[src/rtl/cpu_sequencer.sv]
// cpu_sequencer: multi-cycle phase sequencer for the 10-bit processor.
// Steps each instruction through FETCH/DECODE/EXEC/MEM/WB, drives the
// instruction/data memory handshakes, gates IR/PC/register-file writes,
// and adds sticky HALT and memory-timeout FAULT states.
module cpu_sequencer #(
  parameter int          MEM_TIMEOUT = 64,
  parameter int          CNT_W       = 16,
  parameter logic [3:0]  HALT_OP     = 4'd15
) (
  input  logic             clk,
  input  logic             rst_n,
  input  logic             Run,
  input  logic [3:0]       Opcode,
  input  logic             RegWriteFlag,
  input  logic             MemReadFlag,
  input  logic             MemWriteFlag,
  input  logic             BranchTaken,
  input  logic             IMemAck,
  input  logic             DMemAck,
  output logic             IMemReq,
  output logic             IRWrite,
  output logic             ALUEnable,
  output logic             DMemReq,
  output logic             DMemWe,
  output logic             RegWriteEn,
  output logic             PCWrite,
  output logic             PCSel,
  output logic [2:0]       Phase,
  output logic             Halted,
  output logic             Fault,
  output logic [CNT_W-1:0] InstrCount
);

  typedef enum logic [2:0] {
    S_IDLE   = 3'd0,
    S_FETCH  = 3'd1,
    S_DECODE = 3'd2,
    S_EXEC   = 3'd3,
    S_MEM    = 3'd4,
    S_WB     = 3'd5,
    S_HALT   = 3'd6,
    S_FAULT  = 3'd7
  } state_t;

  state_t            state_q, state_d;
  logic              rw_q, rw_d;
  logic              mr_q, mr_d;
  logic              mw_q, mw_d;
  logic [31:0]       wait_q, wait_d;
  logic [CNT_W-1:0]  cnt_q, cnt_d;

  logic              ir_write_s;
  logic              reg_we_s;
  logic              pc_write_s;
  logic              pc_sel_s;
  logic              timeout_s;

  // The wait counter expires on its last permitted wait cycle; a zero limit disables it.
  assign timeout_s = (MEM_TIMEOUT != 0) && (wait_q == 32'(MEM_TIMEOUT - 1));

  // State register plus latched decoder flags, wait counter and retire counter.
  always_ff @(posedge clk or negedge rst_n) begin
    if (!rst_n) begin
      state_q <= S_IDLE;
      rw_q    <= 1'b0;
      mr_q    <= 1'b0;
      mw_q    <= 1'b0;
      wait_q  <= 32'd0;
      cnt_q   <= '0;
    end else begin
      state_q <= state_d;
      rw_q    <= rw_d;
      mr_q    <= mr_d;
      mw_q    <= mw_d;
      wait_q  <= wait_d;
      cnt_q   <= cnt_d;
    end
  end

  // Next-state logic and the combinational write strobes (Mealy on acks/branch).
  always_comb begin
    state_d    = state_q;
    rw_d       = rw_q;
    mr_d       = mr_q;
    mw_d       = mw_q;
    wait_d     = wait_q;
    cnt_d      = cnt_q;
    ir_write_s = 1'b0;
    reg_we_s   = 1'b0;
    pc_write_s = 1'b0;
    pc_sel_s   = 1'b0;

    case (state_q)
      S_IDLE: begin
        if (Run) begin
          state_d = S_FETCH;
          wait_d  = 32'd0;
        end else begin
          state_d = S_IDLE;
        end
      end

      S_FETCH: begin
        if (IMemAck) begin
          ir_write_s = 1'b1;
          state_d    = S_DECODE;
        end else if (timeout_s) begin
          state_d = S_FAULT;
        end else begin
          wait_d = wait_q + 32'd1;
        end
      end

      S_DECODE: begin
        rw_d = RegWriteFlag;
        mr_d = MemReadFlag;
        mw_d = MemWriteFlag;
        if (Opcode == HALT_OP) begin
          state_d = S_HALT;
        end else begin
          state_d = S_EXEC;
        end
      end

      S_EXEC: begin
        if (mr_q || mw_q) begin
          state_d = S_MEM;
          wait_d  = 32'd0;
        end else begin
          state_d = S_WB;
        end
      end

      S_MEM: begin
        if (DMemAck) begin
          state_d = S_WB;
        end else if (timeout_s) begin
          state_d = S_FAULT;
        end else begin
          wait_d = wait_q + 32'd1;
        end
      end

      S_WB: begin
        reg_we_s   = rw_q;
        pc_write_s = 1'b1;
        pc_sel_s   = BranchTaken;
        cnt_d      = cnt_q + CNT_W'(1);
        if (Run) begin
          state_d = S_FETCH;
          wait_d  = 32'd0;
        end else begin
          state_d = S_IDLE;
        end
      end

      S_HALT: begin
        state_d = S_HALT;
      end

      S_FAULT: begin
        state_d = S_FAULT;
      end

      default: begin
        state_d = S_FAULT;
      end
    endcase
  end

  // Moore outputs decoded straight from the state so reset clears them asynchronously.
  assign IMemReq    = (state_q == S_FETCH);
  assign ALUEnable  = (state_q == S_EXEC);
  assign DMemReq    = (state_q == S_MEM);
  assign DMemWe     = (state_q == S_MEM) && mw_q;
  assign Halted     = (state_q == S_HALT);
  assign Fault      = (state_q == S_FAULT);
  assign Phase      = state_q;
  assign InstrCount = cnt_q;

  assign IRWrite    = ir_write_s;
  assign RegWriteEn = reg_we_s;
  assign PCWrite    = pc_write_s;
  assign PCSel      = pc_sel_s;

endmodule

[config.mk]
export PLATFORM = sky130hd
export DESIGN_NAME = cpu_sequencer
export DESIGN_NICKNAME = d
export VERILOG_FILES = /design/src/rtl/cpu_sequencer.sv
export SDC_FILE = /design/constraint.sdc
export NUM_CORES = 1
export LEC_CHECK = 0
export CORE_UTILIZATION = 32
export CTS_CLUSTER_SIZE = 30
export DETAILED_ROUTE_END_ITERATION = 10
export RECOVER_POWER = 50
export SLEW_MARGIN = 20
export SYNTH_ARGS = -nofsm -noshare
export SYNTH_HDL_FRONTEND = slang
export SYNTH_SLANG_ARGS = --single-unit
[constraint.sdc]
create_clock -name clk -period 4.1 [get_ports clk]
set_input_delay 0.82 -clock clk [delete_from_list [all_inputs] [get_ports clk]]
set_output_delay 0.82 -clock clk [all_outputs]
set_load 0.05 [all_outputs]
After elaboration in Yosys (flattened, before gate mapping)
Cells that the tools add are included.
{"block": "op_classes", "addsub": 2, "eq_ne": 13, "mux": 18, "reduce_logical": 6}
{"op": "$mux W32", "count": 5}
{"op": "$pmux W32 S4", "count": 1}
{"op": "$add A32 B1 Y32 const B", "count": 1}
{"op": "$eq A32 B6 Y1 const B", "count": 1}
{"op": "$pmux W3 S7", "count": 1}
{"op": "$add A16 B1 Y16 const B", "count": 1}
{"op": "$eq A3 B3 Y1 const B", "count": 4}
{"op": "$mux W3", "count": 4}
{"op": "$mux W1", "count": 7}
{"op": "$eq A3 B2 Y1 const B", "count": 2}
{"op": "$reduce_and A5 Y1", "count": 1}
{"op": "$eq A4 B4 Y1 const B", "count": 1}
{"op": "$ne A2 B1 Y1 const B", "count": 2}
{"op": "$ne A2 B2 Y1 const B", "count": 2}
{"op": "$reduce_bool A4 Y1", "count": 1}
{"op": "$eq A3 B1 Y1 const B", "count": 1}
{"op": "$logic_not A3 Y1", "count": 1}
{"op": "$reduce_or A2 Y1", "count": 1}
{"op": "$logic_and A1 B1 Y1", "count": 1}
{"op": "$logic_or A1 B1 Y1", "count": 1}
{"block": "word_totals", "register_bits": 54, "input_bits": 13, "out_inout_bits": 29}

Logic depth before layout (Yosys ltp)
Gate-level depths: netlist of run 1.
{"block": "logic_depth", "depth_word": 4, "depth_mapped": 10, "mapped_depth_nobuf": 8}

Least setup slack after synthesis of run 1
Ideal clock, no wire load.
{"block": "synth_path", "path_type": "register to output", "startpoint": "register state_q[0], in the netlist Phase[0]", "endpoint": "output port PCSel", "arrival_time_ns": 2.227, "slack_ns": 1.053, "stages_incl_launch_ff": 5, "cell_sequence": "dfrtp_1 -> buf_4 -> and3b_1 -> clkbuf_1 -> and2_1"}
{"block": "synth_between", "elab_chain_len": 2}
{"item": "start: declaration", "line": "45", "rtl": "state_t state_q, state_d;"}
{"item": "start signal: assignment", "line": "71", "rtl": "state_q <= state_d;"}
{"item": "$eq A3 B3 Y1", "line": "93", "rtl": "case (state_q)"}
{"item": "$mux W1", "line": "93"}
{"item": "end: declaration", "line": "27", "rtl": "output logic PCSel,"}
No other way between the ends.

Final worst setup path of run 1
{"block": "layout_path", "startpoint": "register state_q[0], in the netlist Phase[0]", "endpoint": "output port RegWriteEn"}
{"block": "layout_between", "elab_chain_len": 2}
{"item": "$eq A3 B3 Y1", "line": "93"}
{"item": "$mux W1", "line": "93"}
{"item": "end: declaration", "line": "25", "rtl": "output logic RegWriteEn,"}
No other way between the ends.

==> impl_metrics.env, run 1 <==
export IMPL_run_status="finished, violations left"
export IMPL_violations="capacitance limit, slew limit"
export IMPL_synth_top_cell_area_share=0.445
export IMPL_nets=375
export IMPL_routed_wl_met2_microns=3250
export IMPL_count_of_flip_flops_with_a_built_in_enable_after_synthesis=0
export IMPL_power_internal_mw=0.670
export IMPL_design_die_area_sq_um=9890
export IMPL_crit_arrival_ps=2360
export IMPL_finalSetupTns_ps=0
export IMPL_synth_async_sr_flop_share=1.00
export IMPL_syn_area_sq_um=3040
export IMPL_initial_core_util=0.329
export IMPL_final_hold_viol_count=0
export IMPL_route_layer_met1_wl_microns=3410
export IMPL_leakage_nw=1.45
export IMPL_detailroute_wirelength_met3_microns=156
export IMPL_clkTransAtPathRegs_ps=110
export IMPL_antenna_diode_count=0
export IMPL_fraction_of_final_layout_cells_sized_beyond_drive_strength_1=0.0609
export IMPL_htreeDepth=2
export IMPL_required_ps=3280
export IMPL_power_ir_vdd_worst_v=0.000129
export IMPL_clock_sink_count=54
export IMPL_timing_max_slew_rel_slack=-0.678
export IMPL_max_stage_delay_ps=800
export IMPL_routed_wire_length_per_instance_microns=14.1
export IMPL_count_of_endpoints_failing_setup_in_the_final_report=0
export IMPL_syn_avg_cell_area_sq_um=9.35
export IMPL_pd_cells_nw_per_um2=243
export IMPL_min_period_over_period=0.775
export IMPL_clkLatencyLatePin_ps=320
export IMPL_dp_hpwl_microns=4790
export IMPL_count_of_max_cap_constraint_violations=1
export IMPL_timing_hold_worst_class="reg -> reg"
export IMPL_timing_worst_setup_path_type="reg -> out"
export IMPL_worstMarginPinSlew_ps=2520
export IMPL_area_growth_synth_to_final_pct=19.4
export IMPL_first_iter_violations=87
export IMPL_multi_input_combinational_cell_area_sq_um=1560
export IMPL_coreArea_sq_um=9240
export IMPL_place_gp_congestion=0.827
export IMPL_cts_made_buffers=5
export IMPL_final_fill_count=941
export IMPL_relative_contribution_of_combinational_cells_to_total_power=0.029
export IMPL_critical_path_cell_chain="and3b_1, and2_1, clkdlybuf4s50_1"
export IMPL_maximum_number_of_pins_on_one_net_before_global_route_repair=46
export IMPL_die_h_microns=99.5
export IMPL_number_of_buffers_inserted_by_hold_repair_at_cts=0
export IMPL_grt_pass1_vias=2522
export IMPL_synth_area_leader_cell="sky130_fd_sc_hd__dfrtp_1"
export IMPL_cts_root_buf="sky130_fd_sc_hd__clkbuf_8"
export IMPL_final_antenna_net_count=0
export IMPL_globalRoute_totalOverflow=0
export IMPL_ys_types=50
export IMPL_layout_commonest_cell="sky130_fd_sc_hd__dfrtp_1"
export IMPL_pwr_share_seq=0.605
export IMPL_synth_main_ff_cell="sky130_fd_sc_hd__dfrtp_1"
export IMPL_cts_max_path_buffers=2
export IMPL_yosys_register_bits=54
export IMPL_grt_antenna_before_repair=0
export IMPL_cp_end_kind="output port"
export IMPL_fmaxAchievable_mhz=315
export IMPL_routed_via_count=2626
export IMPL_critical_path_startpoint_type="flip-flop"
export IMPL_top_layer="met4"
export IMPL_synth_fp_nets=340
export IMPL_design_portCount=42
export IMPL_yosysSeqAreaShare=0.445
export IMPL_crit_slowest_cell="sky130_fd_sc_hd__clkdlybuf4s50_1"
export IMPL_clock_tree_from_tritoncts="yes"
export IMPL_seqCellArea_sq_um=1350
export IMPL_slew_violations=46
export IMPL_rsz0062_at_grt="false"
export IMPL_power_switching_mw=0.210
export IMPL_remaining_drc_errors=0
export IMPL_period_minus_slack_ps=3180
export IMPL_horizontal_die_dimension_microns=99.5
export IMPL_post_drt_via_cell_ratio=5.36
export IMPL_worst_clock_skew_ps=9.45
export IMPL_post_synth_main_area_contributors="sky130_fd_sc_hd__dfrtp_1 44%, sky130_fd_sc_hd__nand2_1 4.3%, sky130_fd_sc_hd__o31ai_1 4.2%"
export IMPL_syn_inst=325
export IMPL_sw_frac_of_total=0.238
export IMPL_wirelength_microns=6930
export IMPL_grt_pass1_wl_microns=12000
export IMPL_placement_rows=35
export IMPL_placedCellCount=482
export IMPL_grt_util_all_layers=0.149
export IMPL_final_cell_mix="54 x sky130_fd_sc_hd__dfrtp_1, 40 x sky130_fd_sc_hd__clkdlybuf4s50_1, 35 x sky130_fd_sc_hd__nand2_1"
export IMPL_cts_resized=0
export IMPL_detailedRoute_firstPassIterationCount=4
export IMPL_placement_io_buffers=41
export IMPL_fin_cells=490
export IMPL_cp_max_fo=15
export IMPL_clock_power_share=0.366
export IMPL_post_cts_setup_buffers=0
export IMPL_yosysWarningCount=0
[logic make-up after synthesis]
family	Yosys count	synth area share
buf+inv	26	0.0416
xor+xnor	16	0.0461
simple gates	150	0.283
flops	54	0.445
compound gates	70	0.152
fa+ha+maj	2	0.00823
mux	7	0.0247
[synth_stat cells (4+ instances only)]
library cell	number
sky130_fd_sc_hd__clkbuf_1	4
sky130_fd_sc_hd__o211ai_1	5
sky130_fd_sc_hd__inv_1	10
sky130_fd_sc_hd__mux2_2	4
sky130_fd_sc_hd__a21oi_1	19
sky130_fd_sc_hd__or4_1	15
sky130_fd_sc_hd__and2_1	4
sky130_fd_sc_hd__nand2_1	35
sky130_fd_sc_hd__nor3_1	6
sky130_fd_sc_hd__buf_2	8
sky130_fd_sc_hd__o21ai_0	11
sky130_fd_sc_hd__xnor2_1	10
sky130_fd_sc_hd__xor2_1	6
sky130_fd_sc_hd__o31ai_1	17
sky130_fd_sc_hd__or3_1	6
sky130_fd_sc_hd__dfrtp_1	54
sky130_fd_sc_hd__nor4_1	10
sky130_fd_sc_hd__nand4_1	16
sky130_fd_sc_hd__nand3_1	14
sky130_fd_sc_hd__and3_1	7
sky130_fd_sc_hd__nor2_1	20
[worst max-delay path, delay by kind of cell (launching register included)]
kind | cells | cell delay [ps]
buffers and inverters | 1 | 800
flip-flops | 1 | 650
AND/OR/NAND/NOR | 2 | 600
[flip-flops by register name (all words and copies together), names as in the netlist]
register / count
mr_q: 1
wait_q: 32
Phase: 3
rw_q: 1
mw_q: 1
InstrCount: 16
[metrics by stage]
step	cell area [sq um]	util	setup slack [ps]	total power, mW	hold WS [ps]
2_1_floorplan	3040	-	1050	0.546	472
3_3_place_gp	3540	0.383	877	0.569	457
3_5_place_dp	3540	0.383	780	0.570	459
4_1_cts	3630	0.393	905	0.894	478
5_1_grt	3630	0.393	770	0.912	487
6_report	3630	0.393	921	0.880	469
[cell type report]
class                   instances  area share
multi-input cells             245       0.430
flip-flops and latches         54       0.372
inverters                      11      0.0114
clock inverters                 3     0.00793
repair buffers                 43       0.114
clock buffers                   5      0.0190
well taps                     129      0.0445
[worst paths after layout]
path | startpoint | endpoint | slack (ps) | cells after the start
worst max register to register | Phase[2]$_DFF_PN0_ | wait_q[22]$_DFFE_PN0P_ | 1290 | 8
worst min-delay path | InstrCount[15]$_DFFE_PN0N_ | InstrCount[15]$_DFFE_PN0N_ | 470 | 1
worst min register to register | InstrCount[15]$_DFFE_PN0N_ | InstrCount[15]$_DFFE_PN0N_ | 470 | 1
min in group asynchronous | rst_n | InstrCount[15]$_DFFE_PN0N_ | 1280 | 1
max in group asynchronous | rst_n | rw_q$_DFFE_PN0P_ | 1350 | 2
worst max-delay path | Phase[0]$_DFF_PN0_ | RegWriteEn | 920 | 3
[power by group through the flow]
stage	logic (mW)	registers [mW]	clock network [mW]
after floorplan	0.00279	0.543	0
after global placement	0.0268	0.543	0
after detailed placement	0.0271	0.543	0
after CTS	0.0273	0.532	0.335
after global routing	0.0291	0.532	0.350
final	0.0256	0.532	0.322
[routing by layer]
metal  GRT usage  vias to the layer above
li1            -                     1298
met1       0.200                     1282
met2       0.245                       39
met3      0.0232                        7
met4      0.0475                        0
met5           0                        -
No activity file was read; power rests on OpenSTA's default activity.
==> run 2, diff against run 1 <==
clock period = 3.14 ns   (was 4.1 ns; I/O delays follow)
==> run 2 against run 1 <==
- the run now ends clean
- clock power is 56% higher
- non-clock buffer count up 8
- global-route usage shrank 0.26 points
- clock skew rose by 7.6 ps
- core utilization increased by 0.83 points
- sequential share of layout area is 0.77 points lower
- worst hold slack lost 150 ps
- total power rose by 40%
- critical path type unchanged
==> impl_metrics.env, run 2 (same netlist as run 1, synthesis figures left out) <==
export IMPL_run_status="complete, no violations"
export IMPL_maximum_number_of_pins_on_one_net_before_global_route_repair=36
export IMPL_dp_hpwl_microns=4980
export IMPL_post_drt_via_cell_ratio=5.30
export IMPL_timing_max_slew_rel_slack=0.189
export IMPL_detailedRoute_firstPassIterationCount=4
export IMPL_cp_end_kind="output port"
export IMPL_globalRoute_totalOverflow=0
export IMPL_remaining_drc_errors=0
export IMPL_timing_worst_setup_path_type="reg -> out"
export IMPL_routed_wire_length_per_instance_microns=13.9
export IMPL_antenna_diode_count=0
export IMPL_cts_max_path_buffers=2
export IMPL_critPathLaunch="Phase[2]$_DFF_PN0_"
export IMPL_routed_via_count=2637
export IMPL_power_internal_mw=0.972
export IMPL_relative_contribution_of_combinational_cells_to_total_power=0.027
export IMPL_design_portCount=42
export IMPL_pre_cts_slack_ps=331
export IMPL_cts_made_buffers=5
export IMPL_nets=383
export IMPL_cp_max_fo=13
export IMPL_grt_pass1_wl_microns=11800
export IMPL_initial_core_util=0.329
export IMPL_design_die_area_sq_um=9890
export IMPL_power_switching_mw=0.257
export IMPL_grt_most_used_layer="met2"
export IMPL_cts_root_buf="sky130_fd_sc_hd__clkbuf_8"
export IMPL_regMostFlops="wait_q"
export IMPL_worst_clock_skew_ps=17.1
export IMPL_finalSetupTns_ps=0
export IMPL_final_antenna_net_count=0
export IMPL_coreArea_sq_um=9240
export IMPL_worstMarginPinSlew_ps=1220
export IMPL_r2r_worst_path_cells=9
export IMPL_clock_power_share=0.407
export IMPL_rsz0062_at_grt="false"
export IMPL_fmaxAchievable_mhz=338
export IMPL_min_period_over_period=0.943
export IMPL_pd_cells_nw_per_um2=332
export IMPL_area_growth_synth_to_final_pct=21.9
export IMPL_cts_resized=0
export IMPL_power_ir_vdd_worst_v=0.000156
export IMPL_grt_antenna_before_repair=0
export IMPL_placement_rows=35
export IMPL_final_cell_mix="54 x sky130_fd_sc_hd__dfrtp_1, 40 x sky130_fd_sc_hd__clkdlybuf4s50_1, 35 x sky130_fd_sc_hd__nand2_1"
export IMPL_place_gp_congestion=0.822
export IMPL_grt_met2_usage=0.247
export IMPL_clkTransAtPathRegs_ps=110
export IMPL_clock_tree_from_tritoncts="yes"
export IMPL_clkLatencyLatePin_ps=310
export IMPL_fraction_of_final_layout_cells_sized_beyond_drive_strength_1=0.0759
export IMPL_largest_reg_flops=32
export IMPL_post_cts_setup_buffers=0
export IMPL_layout_commonest_cell="sky130_fd_sc_hd__dfrtp_1"
export IMPL_slew_violations=0
export IMPL_pwr_share_seq=0.566
export IMPL_placement_io_buffers=41
export IMPL_number_of_buffers_inserted_by_hold_repair_at_cts=0
export IMPL_critical_path_startpoint_type="flip-flop"
export IMPL_leakage_nw=1.49
export IMPL_grt_util_all_layers=0.146
export IMPL_horizontal_die_dimension_microns=99.5
export IMPL_rr_startpoint="Phase[1]$_DFF_PN0_"
export IMPL_required_ps=2510
export IMPL_wirelength_microns=6910
export IMPL_grt_util_met3=0.0211
export IMPL_count_of_endpoints_failing_setup_in_the_final_report=0
export IMPL_sw_frac_of_total=0.209
export IMPL_die_h_microns=99.5
export IMPL_count_of_max_cap_constraint_violations=0
export IMPL_grt_pass1_vias=2499
export IMPL_timing_hold_worst_class="in -> async"
export IMPL_final_hold_viol_count=0
export IMPL_met1_usage=0.196
export IMPL_period_minus_slack_ps=2960
export IMPL_clock_sink_count=54
export IMPL_crit_arrival_ps=2330
export IMPL_worst_slack_ps=180
export IMPL_htreeDepth=2
export IMPL_first_iter_violations=96
[run 2: changes by cell type in the layout (fill, tap and decap cells not counted)]
cell,change
sky130_fd_sc_hd__clkbuf_8,+1
sky130_fd_sc_hd__inv_8,-1
sky130_fd_sc_hd__bufinv_16,+1
sky130_fd_sc_hd__buf_4,+6
sky130_fd_sc_hd__clkbuf_1,+2
sky130_fd_sc_hd__clkinv_4,-2
sky130_fd_sc_hd__inv_6,+1
[run 2: final timing paths]
check	end	slack, ps
worst max-delay path	DMemWe	180
worst min-delay path	wait_q[3]$_DFFE_PN0P_	320
worst max register to register	wait_q[3]$_DFFE_PN0P_	560
worst min register to register	InstrCount[15]$_DFFE_PN0N_	470
max in group asynchronous	wait_q[19]$_DFFE_PN0P_	1280
min in group clk	InstrCount[15]$_DFFE_PN0N_	470
[run 2: layout make-up]
class / instances / area (sq um)
inverter: 11 / 41.3
fill: 942 / 5540
sequential: 54 / 1350
clock buffer: 6 / 82.6
timing repair buffer: 51 / 468
clock inverter: 2 / 38.8
multi-input combinational: 245 / 1560
tap: 129 / 161
[run 2: critical path: stages (launching register included)]
cell                              delay [ps]
sky130_fd_sc_hd__dfrtp_1                 580
sky130_fd_sc_hd__or3b_1                  430
sky130_fd_sc_hd__inv_1                    90
sky130_fd_sc_hd__and2_1                  120
sky130_fd_sc_hd__clkdlybuf4s50_1         800
[run 2: layer usage]
layer | vias up | wire length (microns) | part of all wire
li1 | 1304 | - | -
met1 | 1285 | 3340 | 0.48
met2 | 43 | 3270 | 0.47
met3 | 5 | 236 | 0.034
met4 | 0 | 66 | 0.0096
met5 | - | 0 | 0
[run 2: power groups by stage]
stage / Sequential [mW] / Combinational (mW) / Clock, mW
3_3_place_gp: 0.709 / 0.0356 / 0
4_1_cts: 0.695 / 0.0360 / 0.514
3_5_place_dp: 0.709 / 0.0360 / 0
6_report: 0.695 / 0.0331 / 0.501
5_1_grt: 0.695 / 0.0384 / 0.534
2_1_floorplan: 0.709 / 0.00365 / 0
[run 2: metrics by stage]
stage | cell area [sq um] | utilization | std cells | total power [mW] | hold WS, ps
after global routing | 3700 | 0.401 | 498 | 1.27 | 390
after detailed placement | 3600 | 0.389 | 490 | 0.745 | 457
after floorplan | 3040 | - | 325 | 0.712 | 332
after global placement | 3600 | 0.389 | 490 | 0.744 | 457
after CTS | 3720 | 0.402 | 498 | 1.25 | 186
final | 3700 | 0.401 | 498 | 1.23 | 317
==> RTL change, RTL diff (flow settings as in run 1) <==
Change the parameter `MEM_TIMEOUT` from 64 to 48.
--- a/src/rtl/cpu_sequencer.sv
+++ b/src/rtl/cpu_sequencer.sv
@@ -4,5 +4,5 @@
 // and adds sticky HALT and memory-timeout FAULT states.
 module cpu_sequencer #(
-  parameter int          MEM_TIMEOUT = 64,
+  parameter int          MEM_TIMEOUT = 48,
   parameter int          CNT_W       = 16,
   parameter logic [3:0]  HALT_OP     = 4'd15
Behaviour: same outputs for any inputs over 10 cycles, from zero or initial values and one cycle with rst_n low; that may be too few to reach the edited logic, so the function may still have changed.
==> RTL change against run 1 <==
  * The run still ends with max-capacitance violations, max-slew violations left
  * First-iteration DRC count rose by 30%
  * Core utilization rose by 0.35 points
  * Area after synthesis fell by 0.41%
  * Final area rose by 0.41%
  * Combinational power rose by 32%
  * Total power rose by 0.97%
  * Global-route usage rose by 0.16 points
  * Sequential power rose by 2%
  * Worst setup slack got worse by 0.11 ns
  * Sequential share of layout area fell by 0.15 points
  * Wire length rose by 0.40%
  * Sequential cell count did not move
  * Critical path type unchanged
  * Highest routed layer unchanged
==> RTL change: results <==
place:
  gp_congestion: 0.805
  place_hpwl_mm: 4.80
  portBuffers: 41
job:
  maxCapViolCount: 1
layout:
  final_layout_size_suffix_gt1_frac: 0.0720
  antenna_cells: 0
  regMostFlops: "wait_q"
  largest_reg_flops: 32
  finalNetCount: 375
timing:
  maxSlewHeadroom: -0.310
  slew_viol_final: 38
  skew_ns: 0.00920
global_route:
  grt_use_total: 0.150
  grt_max_degree: 38
  grt_pass1_wl_mm: 12.2
  grt_pass1_vias: 2523
  antenna_found_initial: 0
yosys:
  yosys-top-cells-count: "dfrtp_1 (54), o21ai_0 (28), nor2_1 (26), a21oi_1 (16), nand2_1 (16)"
  yosysSeqAreaShare: 0.446
  syn-num-nets: 336
  synthArstFlopShare: 1.00
  yosys_warnings: 0
  ys_top_cells_by_area: "dfrtp_1 (45%), o21ai_0 (4.6%), xor2_1 (4.1%)"
  yosysUniqueCellTypes: 41
clocking:
  ctsResizeCount: 0
  numCtsBuffers: 5
  htreeDepth: 2
  clock_path_buffers: 2
  post_cts_buffers: 0
  clkSlewWorstSetupHoldPaths_ns: 0.11
  clock-root-buffer: "clkbuf_8"
  clock_latency_ns: 0.31
worst_setup_path:
  r2r-start: "Phase[2]$_DFF_PN0_"
  r2r_end: "wait_q[3]$_DFFE_PN0P_"
  crit_path_top_delay_cell: "clkdlybuf4s50_1"
  rrSetupSlack_ns: 1.54
  reg2regPathDepth: 6
  cpPeakStageDelay_ns: 0.79
  arrival_ns: 2.47
  worstPathMaxFanout: 9
run_status:
  outcome: "finished with violations"
  violations: "max-capacitance violations, max-slew violations"
detailed_routing:
  drcViolationCount: 0
  dr.pass1.iters: 4
  drt_iter0_drc: 113
  routedWlPerCell_um: 14.7
  num_vias: 2619
power:
  vdd_drop_max_v: 0.000135
  leakagePower_nw: 1.41
hold_path:
  hp-start: "InstrCount[15]$_DFFE_PN0N_"
  min_to: "InstrCount[15]$_DFFE_PN0N_"
  hold_class: "register to register"
  min_path_cells: 1
RTL change: kinds of logic after synthesis:
family	after synthesis	share of synthesized area
flip-flops	54	0.446
adder cells (fa/ha/maj)	2	0.00827
multiplexers	4	0.0149
XOR/XNOR	23	0.0666
buffers and inverters	24	0.0351
AND/OR/NAND/NOR	129	0.235
AO/OA/AOI/OAI	85	0.193
RTL change: routing by layer:
layer  wire length (µm)  track usage  vias up
met5                  0            0        -
met4                 67       0.0396        0
met3                283       0.0274        6
met2               3150        0.240       59
met1               3460        0.209     1276
li1                   -            -     1278
RTL change: layout make-up:
type                    count  area, µm²
clock inverters             3       23.8
flip-flops and latches     54       1350
fillers                   924       5550
clock buffers               5       68.8
multi-input cells         243       1580
repair buffers             48        453
well taps                 111        139
inverters                   8       30.0
RTL change: per-stage QoR:
stage	cells	hold WS (ns)	worst slack, ns	power (mW)	instance area [µm²]
finish	472	0.468	0.806	0.889	3640
global route	472	0.502	0.681	0.930	3640
CTS	472	0.477	0.801	0.900	3650
detailed placement	464	0.457	0.947	0.588	3560
global placement	464	0.456	1.00	0.587	3560
floorplan	321	0.472	0.495	0.560	3030
RTL change: critical path, delay by kind of cell (launching register included):
kind	cells	cell delay [ns]
buffers and inverters	2	1.00
AND/OR/NAND/NOR	2	0.58
flip-flops	1	0.58
RTL change: worst max path at each step:
stage                        from                     end  slack [ns]  depth (start not counted)
6_report       Phase[0]$_DFF_PN0_                 IRWrite        0.81                          4
5_1_grt        Phase[0]$_DFF_PN0_                 IRWrite        0.68                          4
4_1_cts        Phase[0]$_DFF_PN0_                 IRWrite        0.80                          4
3_5_place_dp              IMemAck  wait_q[11]$_DFFE_PN0P_        0.95                          7
3_3_place_gp              IMemAck                 IRWrite        1.00                          3
2_1_floorplan  Phase[0]$_DFF_PN0_                 IRWrite        0.50                          4
RTL change: power breakdown:
part / internal (mW) / switching [mW]
Sequential: 0.536 / 0.00579
Combinational: 0.0144 / 0.0193
Clock: 0.123 / 0.190
